### config.mk
export PLATFORM = sky130hd
export DESIGN_NAME = univ_shift_reg
export DESIGN_NICKNAME = d
export VERILOG_FILES = /design/src/rtl/univ_shift_reg.sv
export SDC_FILE = /design/constraint.sdc
export NUM_CORES = 1
export LEC_CHECK = 0
export BUFFER_PORTS_ARGS = -buffer_cell sky130_fd_sc_hd__buf_2
export CAP_MARGIN = 15
export CORE_ASPECT_RATIO = 0.8
export CORE_MARGIN = 2
export CORE_UTILIZATION = 51
export DETAILED_ROUTE_END_ITERATION = 8
export GPL_ROUTABILITY_DRIVEN = 1
export PLACE_DENSITY = 0.77
export SLEW_MARGIN = 30
export SYNTH_ARGS = -nofsm -noshare
export SYNTH_HDL_FRONTEND = slang
export SYNTH_SLANG_ARGS = --single-unit
### constraint.sdc
create_clock -name clk -period 2 [get_ports clk]
set_clock_uncertainty 0.15 [all_clocks]
set_input_delay 0 -clock clk [delete_from_list [all_inputs] [get_ports clk]]
set_output_delay 0 -clock clk [all_outputs]
set_load 0.02 [all_outputs]
### src/rtl/univ_shift_reg.sv
// Sequenced universal shift register: one start runs `count` single-bit shifts, busy/done handshake.
// Optional rotate-right on mode 11 when USR_ROTATE_EN is defined; otherwise mode 11 is logical right.
module univ_shift_reg #(
  parameter int N     = 8,
  parameter int CNT_W = 4
) (
  input  logic             clk,
  input  logic             clr,
  input  logic [N-1:0]     din,
  input  logic             ld,
  input  logic             start,
  input  logic [1:0]       mode,
  input  logic [CNT_W-1:0] count,
  input  logic             shift_in,
  output logic [N-1:0]     dout,
  output logic             shift_out,
  output logic             busy,
  output logic             done
);

  typedef enum logic [1:0] {IDLE, SHIFT, DONE} state_t;

  state_t           state;
  logic [1:0]       mode_q;
  logic [CNT_W-1:0] rem;
  logic [N-1:0]     sh_nxt;
  logic             sh_bit;

  // One-position shift of the current contents under the latched mode.
  always_comb begin
    sh_nxt = {shift_in, dout[N-1:1]};
    sh_bit = dout[0];
    case (mode_q)
      2'b00: begin
        sh_nxt = {dout[N-2:0], shift_in};
        sh_bit = dout[N-1];
      end
      2'b10: sh_nxt = {dout[N-1], dout[N-1:1]};
`ifdef USR_ROTATE_EN
      2'b11: sh_nxt = {dout[0], dout[N-1:1]};
`endif
      default: sh_nxt = {shift_in, dout[N-1:1]};
    endcase
  end

  always_ff @(posedge clk) begin
    if (clr) begin
      state     <= IDLE;
      dout      <= '0;
      shift_out <= 1'b0;
      busy      <= 1'b0;
      done      <= 1'b0;
      rem       <= '0;
      mode_q    <= 2'b00;
    end else begin
      case (state)
        IDLE: begin
          if (ld) begin
            dout <= din;
          end else if (start) begin
            if (count == '0) begin
              state <= DONE;
              done  <= 1'b1;
            end else begin
              mode_q <= mode;
              rem    <= count;
              state  <= SHIFT;
              busy   <= 1'b1;
            end
          end
        end
        SHIFT: begin
          dout      <= sh_nxt;
          shift_out <= sh_bit;
          rem       <= rem - 1'b1;
          if (rem == CNT_W'(1)) begin
            state <= DONE;
            busy  <= 1'b0;
            done  <= 1'b1;
          end
        end
        DONE: begin
          state <= IDLE;
          done  <= 1'b0;
        end
        default: begin
          state <= IDLE;
          busy  <= 1'b0;
          done  <= 1'b0;
        end
      endcase
    end
  end

endmodule

== Yosys cells after proc, flatten, opt, wreduce, memory -nomap -nowiden ==
Cells that the tools add are included.
Word-level totals
  register bits: 19
  bits in latches: 0
  bits in writable memories: 0
  bits in read-only memories: 0
  bits of input ports: 19
  output and inout bits: 11
  logic and storage cells: 57
  memories kept: 0
Cells by class
  $add $sub $neg: 1
  multipliers: 0
  divide/modulo/power cells: 0
  order comparisons: 0
  equality and inequality tests: 11
  shift operators: 0
  multiplexer cells: 23
  bitwise logic cells: 3
  reduce and logical (&&, ||, !) cells: 11
Operators with widths (number)
  $pmux W8 S2: 2
  $ne A2 B2 Y1 const B: 7
  $mux W4: 3
  $reduce_and A4 Y1: 3
  $mux W1: 9
  $mux W2: 4
  $mux W8: 1
  $pmux W4 S2: 1
  $reduce_and A3 Y1: 2
  $reduce_and A5 Y1: 1
  $eq A2 B2 Y1 const B: 2
  $eq A4 B1 Y1 const B: 1
  $logic_not A2 Y1: 2
  $logic_not A4 Y1: 1
  $pmux W2 S2: 1
  $sub A4 B1 Y4 const B: 1
  $not A1 Y1: 3
  $pmux W1 S3: 1
  $eq A2 B1 Y1 const B: 1
  $pmux W1 S2: 1
  $reduce_and A2 Y1: 1
  $reduce_bool A2 Y1: 1

== Logic depth before layout (Yosys ltp) ==
Gate-level depths: netlist (run 1).
  depth in word-level cells: 5
  mapped depth: 5
  mapped depth without buffers: 5

== Worst setup path before layout (run 1) ==
OpenSTA, ideal clock, no wires.
  path kind: reg2reg
  start point: register state[1]
  end point: register rem[2]
  library setup time: 122 ps
  data arrival time: 1144 ps
  required time: 1728 ps
  setup slack: 585 ps
  stages on the path, launching flop included: 4
  path buffers: 0
  period minus slack after synthesis: 1415 ps
  cell sequence: dfxtp_1 -> or4b_1 -> nor3_1 -> a211oi_1
Between the ends
  cells in the longest elaborated chain, start to end: 3
  elaborated cells on any way between the ends: 8
  classes of those cells: eq/ne (4); mux (1); reduce/logical (3)
RTL lines
  start: declaration: line 23  | state_t state;
  start signal: assignment: line 48  | state <= IDLE;
  start signal: assignment: line 62  | state <= DONE;
  start signal: assignment: line 67  | state <= SHIFT;
  $logic_not A2 Y1 / $eq A2 B1 Y1 (equally long branches): line 56  | case (state)
  $ne A2 B2 Y1 (no line) / $reduce_bool A2 Y1 (equally long branches)
  $reduce_and A4 Y1 (no line)
  end signal: assignment: line 66  | rem <= count;
  end signal: assignment: line 75  | rem <= rem - 1'b1;
  end: declaration: line 25  | logic [CNT_W-1:0] rem;
Parallel ways exist; a longest one is shown, timed or not.
A chain may end at the register's enable or synchronous reset.

== Worst setup path after layout (run 1) ==
  start point: register state[1]
  end point: register dout[0]
Between the ends
  cells in the longest elaborated chain, start to end: 3
  elaborated cells on any way between the ends: 6
  classes of those cells: eq/ne (2); mux (1); reduce/logical (3)
RTL lines
  $eq A2 B1 Y1 / $logic_not A2 Y1 (equally long branches): line 56
  $reduce_bool A2 Y1 (no line) / $ne A2 B2 Y1 (equally long branches)
  $reduce_and A2 Y1 (no line)
  end signal: assignment: line 59  | dout <= din;
  end signal: assignment: line 73  | dout <= sh_nxt;
  end: declaration: line 15  | output logic [N-1:0] dout,
Parallel ways exist; a longest one is shown, timed or not.

==> metrics.md, run 1 <==
| Metric | Value |
|---|---|
| Simple-gate share of the synthesized area | `23.9%` |
| Max-cap violations | `0` |
| Fin crit share | `87.2%` |
| Yosys reg bits | `19` |
| # nets final | `194` |
| Ys flop type | `dfxtp_1` |
| Port Buffer Count | `29` |
| Critical path type | `register to register` |
| # fillers | `172` |
| Sum Neg Setup Slack | `0 ns` |
| Average wire per standard cell | `15.9 microns` |
| Min-delay worst type | `primary input to register` |
| Cell Chain, Critical Path | `nand2b_1 -> nand2b_1 -> a32o_1` |
| Final WL | `3130 microns` |
| Status | `completed` |
| FFs w/ async S/R, synth | `0%` |
| Die width | `57 microns` |
| Slew HR | `54.3%` |
| First-pass GRT wire length | `5100 microns` |
| Worst-Margin Slew | `0.679 ns` |
| Syn Inst Count | `128` |
| Pre-CTS WS | `0.322 ns` |
| H-tree levels | `1` |
| Most common cell after layout, fill and taps aside | `buf_2` |
| DRT antenna net count | `0` |
| Clock transition at the registers of the reported paths | `0.11 ns` |
| Top cells by area, synth | `dfxtp_1 33%, o21a_1 5.9%, a211oi_1 3.9%` |
| Initial antenna violation count | `0` |
| Critical path data required time | `2.06 ns` |
| Vias in the first global route | `1109` |
| Drc violations | `0` |
| Critical Path Fanout Max | `17` |
| Largest family of logic cells by synthesized area | `compound AO/OA/AOI/OAI gates` |
| CP Launch Type | `register` |
| Final setup violating endpoints | `0` |
| TritonCTS clock tree | `built` |
| Cell accounting for the most synthesized area | `dfxtp_1` |
| Xor-xnor portion of the synthesized cell area | `0%` |
| Die Y | `46.4 microns` |
| Share of cells above drive strength 1 | `24.4%` |
| Area grow syn2layout | `30.6%` |
| CP dominant cell by count | `nand2b_1` |
| Total power | `0.912 mW` |
| Min cycle time layout | `1.74 ns` |
| Tot GR Track Use | `25.9%` |
| # IOs | `30` |
| Syn avg cell area | `8.95 sq um` |
| Post-synthesis compound-gate area fraction | `35.3%` |
| Worst-Skew Late Latency | `0.30 ns` |
| Largest net degree at the start of global routing | `18` |
| Via Count | `1215` |
| CTS sink count | `19` |
| Num rows | `15` |
| Fmax | `574 MHz` |
| Iteration-0 DRC Markers | `32` |
| Worst Hold Slack | `0.334 ns` |
| Post-Synth Adder-Cell Area | `2.18%` |
| Post-Syn Nets | `149` |
| Worst path max stage delay | `0.68 ns` |
| Worst setup EP type | `register` |
| Die area | `2640 sq um` |
| Synth Cell Area | `1150 sq um` |
| Power Dens Cells | `610 nW/um^2` |
| Final slew viol count | `0` |
| HPWL Detailed | `2130 microns` |
| First-pass iteration count of the detailed router | `4` |
| LEAKAGE | `0.601 nW` |
| Distinct cells, synth | `47` |
| Worst EP arrival | `1.80 ns` |
| Sequential fraction of the synthesis area | `33.2%` |
| Yosys top cell area share | `33.2%` |
| Min setup slack post-route | `0.257 ns` |
| Via density | `6.17` |
| CORE AREA | `2140 sq um` |
| Clk root buf | `clkbuf_4` |
| Commonest non-fill, non-tap cells in the layout | `29 x buf_2, 19 x dfxtp_1, 18 x dlygate4sd3_1` |
| Final Hold Fails | `0` |
| RSZ-0062 raised after global routing | `no` |
| GPL Wtd Cong | `0.827` |
| TritonCTS Buffers | `3` |
| Grt ovf | `0` |
| Peak VDD IR | `0.558 mV` |
| Post-synthesis mux area share | `0%` |
| Slowest CP cell | `dfxtp_1` |
| Starting Density | `53.6%` |
| EDFF count, synth | `0` |
| # diodes | `0` |
| Total number of yosys warnings | `0` |
| Max clock buf depth | `2` |
final cells by class:
cell class / count / area [sq um] / share of cell area [%]
tap: 25 / 31.3 / 2.09
inverter: 4 / 15.0 / 1.00
timing repair buffer: 49 / 340 / 22.7
sequential: 19 / 380 / 25.4
clock buffer: 4 / 26.3 / 1.76
multi-input combinational: 96 / 703 / 47.0
metrics by stage:
step | cells | instance area (sq um) | utilization [%]
3_5_place_dp | 175 | 1290 | 60.3
6_report | 197 | 1500 | 69.9
5_1_grt | 197 | 1500 | 69.9
2_1_floorplan | 128 | 1150 | -
3_3_place_gp | 175 | 1290 | 60.3
4_1_cts | 197 | 1500 | 69.9
where the power goes:
group,switching [mW],internal (mW),total (mW),leakage (nW)
Combinational,0.134,0.122,0.256,0.430
Clock,0.123,0.0779,0.201,0.0150
Sequential,0.0426,0.413,0.455,0.156
Total,0.300,0.613,0.912,0.601
layer usage:
metal,up-vias,global-route usage (%),share of wire [%]
li1,596,-,-
met4,0,6.51,1.0
met2,46,43.2,45
met1,567,34.5,48
met3,6,5.90,5.5
met5,-,0,0
state kept, by name, summed over array words and instances, names as in the netlist:
signal     cells
dout           8
state          2
busy           1
done           1
shift_out      1
mode_q         2
rem            4
kinds of logic after synthesis:
kind of cell / Yosys count
flops: 19
buf+inv: 13
simple gates: 41
fa+ha+maj: 2
compound gates: 53
worst paths after layout:
kind	startpoint	cells past startpoint	slack, ns	to
max	state[1]$_SDFFE_PP0P_	3	0.26	dout[0]$_SDFFE_PP0P_
min	mode[1]	4	0.33	mode_q[1]$_SDFFE_PP0P_
max reg2reg	state[1]$_SDFFE_PP0P_	3	0.26	dout[0]$_SDFFE_PP0P_
min reg2reg	rem[3]$_SDFFE_PP0P_	2	0.35	rem[3]$_SDFFE_PP0P_
repair_timing:
action                     in CTS  in global routing
gates resized for setup         0                  0
hold buffers                   18                  0
hold endpoints to repair       18                  0
setup endpoints to repair       0                  0
setup buffers                   0                  0
synth_stat cells (all sizes together), types with 4 or more instances:
master and number:
buf 6, dfxtp 19, o21a 9, o2bb2ai 5
nand2 5, o221ai 5, nor2 9, nand2b 5
nor3 4, inv 4, a211oi 6, o21ai 5
nor2b 5
critical path, delay by kind of cell, from the launching register on:
family           cells  cell delay (ns)
AO/OA/AOI/OAI        1             0.27
AND/OR/NAND/NOR      2             0.54
flip-flops           1             0.68
No activity file was read; power rests on OpenSTA's default activity.
==> inputs of run 2 (changes only) <==
- BUFFER_PORTS_ARGS: -buffer_cell sky130_fd_sc_hd__buf_2 -> not set
- CORE_ASPECT_RATIO: 0.8 -> 0.9
- CORE_UTILIZATION: 51 -> 55
- DONT_BUFFER_PORTS: not set -> 1
- PLACE_DENSITY: 0.77 -> 0.7
- RECOVER_POWER: not set -> 25
==> metrics.md, run 2 (synthesis gave the netlist of run 1 again) <==
| Metric | Value |
|---|---|
| Status | `completed` |
| Clock Power Share | `22.5%` |
| Num rows | `15` |
| Critical Path Fanout Max | `5` |
| Worst-Margin Slew | `0.510 ns` |
| CP dominant cell by count | `dlygate4sd3_1` |
| Area post-placement | `1170 sq um` |
| Sw power | `0.289 mW` |
| Peak VDD IR | `0.523 mV` |
| Die area | `2470 sq um` |
| Min-delay worst type | `primary input to register` |
| Worst r2r src | `state[0]$_SDFFE_PP0P_` |
| Critical path data required time | `2.10 ns` |
| Worst-Skew Late Latency | `0.30 ns` |
| HPWL Detailed | `2040 microns` |
| Iteration-0 DRC Markers | `45` |
| Worst Hold Slack | `0.00679 ns` |
| Worst R2R Setup Slack | `0.10 ns` |
| Largest net degree at the start of global routing | `17` |
| Delay-heaviest family, CP | `buffers and inverters` |
| Worst EP arrival | `2.07 ns` |
| LEAKAGE | `0.504 nW` |
| # fillers | `146` |
| Sum Neg Setup Slack | `0 ns` |
| First-pass iteration count of the detailed router | `4` |
| GPL Wtd Cong | `0.843` |
| Max clock buf depth | `2` |
| Port Buffer Count | `0` |
| Clk root buf | `clkbuf_4` |
| DRT antenna net count | `0` |
| Share of cells above drive strength 1 | `10.8%` |
| Vias in the first global route | `1009` |
| Via density | `6.62` |
| Final slew viol count | `0` |
| First-pass GRT wire length | `4770 microns` |
| Int Power | `0.591 mW` |
| Power Dens Cells | `631 nW/um^2` |
| Crit path buf inv count | `2` |
| Drc violations | `0` |
| FF-to-FF End | `state[1]$_SDFFE_PP0P_` |
| Post-CTS setup buffer count | `0` |
| Max FFs per register | `8` |
| Min-delay src | `start` |
| Comb pwr share | `22.3%` |
| Initial antenna violation count | `0` |
| CP Launch Type | `primary input` |
| Cell Chain, Critical Path | `dlygate4sd3_1 -> or4_4 -> o31a_1 -> nor3_2 -> dlygate4sd3_1` |
| Part of the power in registers | `55.2%` |
| TritonCTS clock tree | `built` |
| Area grow syn2layout | `21.6%` |
| Max-cap violations | `0` |
| Fin area | `1390 sq um` |
| Final WL | `3110 microns` |
| Total power | `0.880 mW` |
| Via Count | `1146` |
| Reg with most FFs | `dout` |
| Post-CTS sizing | `0` |
| Slowest CP cell | `or4_4` |
| H-tree levels | `1` |
| Cell count of the worst hold path | `3` |
| CTS sink count | `19` |
| Worst path max stage delay | `0.59 ns` |
| Most common cell after layout, fill and taps aside | `dlygate4sd3_1` |
| Grt ovf | `0` |
| Worst Hold Endpoint | `mode_q[1]$_SDFFE_PP0P_` |
| Tot GR Track Use | `27.1%` |
| TritonCTS Buffers | `3` |
| Switching Share | `32.8%` |
| Min cycle time layout | `1.97 ns` |
| Starting Density | `59.3%` |
| Critical Path Start | `count[2]` |
| Largest regs | `dout: 8 flops, rem: 4 flops` |
| Reg2reg path depth | `4` |
| Critical path type | `primary input to register` |
| Fin crit share | `98.6%` |
| CORE AREA | `1930 sq um` |
| Die Y | `47.3 microns` |
| # diodes | `0` |
| Fmax | `507 MHz` |
| Clock transition at the registers of the reported paths | `0.11 ns` |
| Final setup violating endpoints | `0` |
| Worst setup EP type | `register` |
| Commonest non-fill, non-tap cells in the layout | `20 x dlygate4sd3_1, 19 x dfxtp_1, 9 x o21a_1` |
| Die width | `52.1 microns` |
| # nets final | `170` |
| Util after Layout | `72.1%` |
| RSZ-0062 raised after global routing | `no` |
| # IOs | `30` |
| Final Hold Fails | `0` |
| Slew HR | `65.9%` |
| Average wire per standard cell | `18.0 microns` |
-- run 2: power by group through the flow --
| stage | logic (mW) | clock network (mW) | registers (mW) |
|---|---|---|---|
| 6_report | 0.196 | 0.198 | 0.485 |
| 5_1_grt | 0.213 | 0.225 | 0.490 |
| 4_1_cts | 0.192 | 0.204 | 0.484 |
| 3_5_place_dp | 0.153 | 0 | 0.493 |
| 3_3_place_gp | 0.149 | 0 | 0.491 |
| 2_1_floorplan | 0.138 | 0 | 0.473 |
-- run 2: worst max path at each step --
stage / end / slack, ns / cells after the start
floorplan: rem[2]$_SDFFE_PP0P_ / 0.58 / 3
global placement: dout[0]$_SDFFE_PP0P_ / 0.31 / 3
detailed placement: dout[0]$_SDFFE_PP0P_ / 0.24 / 3
CTS: state[1]$_SDFFE_PP0P_ / 0.04 / 5
global route: state[1]$_SDFFE_PP0P_ / 0.02 / 5
finish: state[1]$_SDFFE_PP0P_ / 0.03 / 5
-- run 2: repair_timing --
item / CTS / global route
setup endpoints to repair: 0 / 0
endpoints found under the hold margin: 19 / 0
hold buffers: 20 / 0
-- run 2: layout make-up --
| type | instances | area [sq um] | share of cell area [%] |
|---|---|---|---|
| inverters | 4 | 15.0 | 1.08 |
| well taps | 25 | 31.3 | 2.24 |
| multi-input cells | 96 | 703 | 50.4 |
| clock buffers | 4 | 26.3 | 1.89 |
| repair buffers | 25 | 238 | 17.1 |
| flip-flops and latches | 19 | 380 | 27.3 |
-- run 2: metrics by stage --
stage               cells  setup WS [ns]
floorplan             128          0.585
global placement      149          0.306
detailed placement    149          0.240
CTS                   173         0.0424
global route          173         0.0216
finish                173         0.0288
-- run 2: routing by layer --
layer	global-route usage, %	part of all wire, %	up-vias
met2	42.3	45	59
met5	0	0	-
li1	-	-	539
met3	8.60	7.4	10
met1	36.3	45	538
met4	7.89	1.9	0
-- run 2: worst min-delay path, delay by kind of cell --
kind	cells	cell delay, ns
compound gates	2	0.22
simple gates	1	0.21
==> inputs of run 3 (changes only) <==
- ABC_AREA: not set -> 1
==> metrics.md, run 3 <==
| Metric | Value |
|---|---|
| RSZ-0062 raised after global routing | `no` |
| # diodes | `0` |
| Tot GR Track Use | `27.5%` |
| Average wire per standard cell | `13.2 microns` |
| Largest regs | `dout: 8 flops, rem: 4 flops` |
| # IOs | `30` |
| Port Buffer Count | `0` |
| TritonCTS clock tree | `built` |
| Status | `completed` |
| Slew HR | `61.8%` |
| Worst setup EP type | `register` |
| H-tree levels | `1` |
| Peak VDD IR | `0.763 mV` |
| Power Dens Cells | `705 nW/um^2` |
| GPL Wtd Cong | `0.890` |
| DRT antenna net count | `0` |
| Num rows | `14` |
| Grt ovf | `0` |
| Syn Inst Count | `158` |
| Final setup violating endpoints | `0` |
| Min cycle time layout | `1.86 ns` |
| EDFF count, synth | `0` |
| Synth Cell Area | `1040 sq um` |
| Ys flop type | `dfxtp_1` |
| Reg with most FFs | `dout` |
| Sum Neg Setup Slack | `0 ns` |
| Fmax | `537 MHz` |
| Area post-placement | `1050 sq um` |
| Cell accounting for the most synthesized area | `dfxtp_1` |
| CTS sink count | `19` |
| Min-delay worst type | `primary input to register` |
| Worst-Margin Slew | `0.573 ns` |
| HPWL Detailed | `1810 microns` |
| Min setup slack post-route | `0.138 ns` |
| Post-CTS setup buffer count | `0` |
| TritonCTS Buffers | `3` |
| Final WL | `2780 microns` |
| Die width | `49.9 microns` |
| Commonest cells post-synth | `30 x nand2_1, 26 x o21ai_0, 19 x a21oi_1, 19 x dfxtp_1, 19 x inv_1` |
| Starting Density | `60.2%` |
| Final Hold Fails | `0` |
| Post-Syn Nets | `179` |
| Cell count of the worst hold path | `3` |
| Sequential Area | `380 sq um` |
| Fin area | `1360 sq um` |
| Critical Path Fanout Max | `23` |
| Placed cells | `178` |
| Largest net degree at the start of global routing | `24` |
| # nets final | `208` |
| CORE AREA | `1730 sq um` |
| Yosys top cell area share | `36.5%` |
| Initial antenna violation count | `0` |
| LEAKAGE | `0.611 nW` |
| Pre-CTS WS | `0.509 ns` |
| Via Count | `1125` |
| Area grow syn2layout | `30.6%` |
| Die Y | `45.3 microns` |
| Reg2reg path depth | `6` |
| Syn avg cell area | `6.60 sq um` |
| Total number of yosys warnings | `0` |
| Clock transition at the registers of the reported paths | `0.11 ns` |
| Max clock buf depth | `2` |
| Worst EP arrival | `1.90 ns` |
| Vias in the first global route | `1057` |
| FFs w/ async S/R, synth | `0%` |
| Iteration-0 DRC Markers | `38` |
| Worst Hold Slack | `0.238 ns` |
| CP Launch Type | `register` |
| # fillers | `132` |
| Most common cell after layout, fill and taps aside | `nand2_1` |
| Max FFs per register | `8` |
| Area of the multi-input gates | `567 sq um` |
| Clk root buf | `clkbuf_4` |
| Top cells by area, synth | `dfxtp_1 36%, o21ai_0 12%, nand2_1 11%` |
| Non-filler instance count after layout | `210` |
| First-pass GRT wire length | `4650 microns` |
| Util after Layout | `78.6%` |
| Worst-Skew Late Latency | `0.29 ns` |
| Commonest non-fill, non-tap cells in the layout | `30 x nand2_1, 28 x dlygate4sd3_1, 26 x o21ai_0` |
| Critical path type | `register to register` |
| Top-count cell post-synth | `nand2_1` |
| Drc violations | `0` |
| Fin crit share | `93.1%` |
| First-pass iteration count of the detailed router | `4` |
| Share of cells above drive strength 1 | `5.38%` |
| Distinct cells, synth | `18` |
| Critical path data required time | `2.04 ns` |
| Yosys reg bits | `19` |
| Via density | `5.36` |
| Max-cap violations | `0` |
| Sequential fraction of the synthesis area | `36.5%` |
| Die area | `2260 sq um` |
| Final slew viol count | `0` |
| Total power | `0.960 mW` |
[run 3: layer usage]
layer / track usage, % / part of all wire (%) / vias to the layer above
met4: 5.00 / 0.47 / 0
li1: - / - / 574
met5: 0 / 0 / -
met3: 6.95 / 7.6 / 2
met1: 33.8 / 44 / 500
met2: 49.9 / 48 / 49
[run 3: final cells by class]
type                       count  share of cell area [%]
timing repair buffer          28                    20.6
inverter                      21                    5.79
tap                           24                    2.20
clock buffer                   4                    1.93
multi-input combinational    114                    41.6
sequential                    19                    27.9
[run 3: kinds of logic after synthesis]
logic type	share of synthesized area, %
and+or+nand+nor	27.3
AOI/OAI and AO/OA	23.7
adders and majority gates	2.40
buffers and inverters	10.1
DFF	36.5
[run 3: critical path, cell delays in order (launching register included)]
cell,delay (ns)
dfxtp_1,0.51
nand2_8,0.15
inv_2,0.17
nand3_1,0.09
nand2_1,0.06
a21oi_1,0.05
dlygate4sd3_1,0.57
[run 3: worst paths after layout]
| path | from | endpoint | slack [ns] |
|---|---|---|---|
| worst max-delay path | state[0]$_SDFFE_PP0P_ | rem[3]$_SDFFE_PP0P_ | 0.14 |
| worst min-delay path | mode[0] | mode_q[0]$_SDFFE_PP0P_ | 0.24 |
| worst max register to register | state[0]$_SDFFE_PP0P_ | rem[3]$_SDFFE_PP0P_ | 0.14 |
| worst min register to register | done$_SDFFE_PP0P_ | done$_SDFFE_PP0P_ | 0.41 |
[run 3: power by group]
part / switching [mW] / total [mW] / internal, mW
Sequential: 0.0754 / 0.496 / 0.421
Combinational: 0.150 / 0.269 / 0.119
Clock: 0.117 / 0.195 / 0.0776
Total: 0.343 / 0.960 / 0.618
[run 3: timing repair]
| action | 4_1_cts | 5_1_grt |
|---|---|---|
| endpoints found under the setup margin | 0 | 1 |
| gates resized for setup | 0 | 1 |
| hold endpoints to repair | 19 | 0 |
| hold buffers | 28 | 0 |
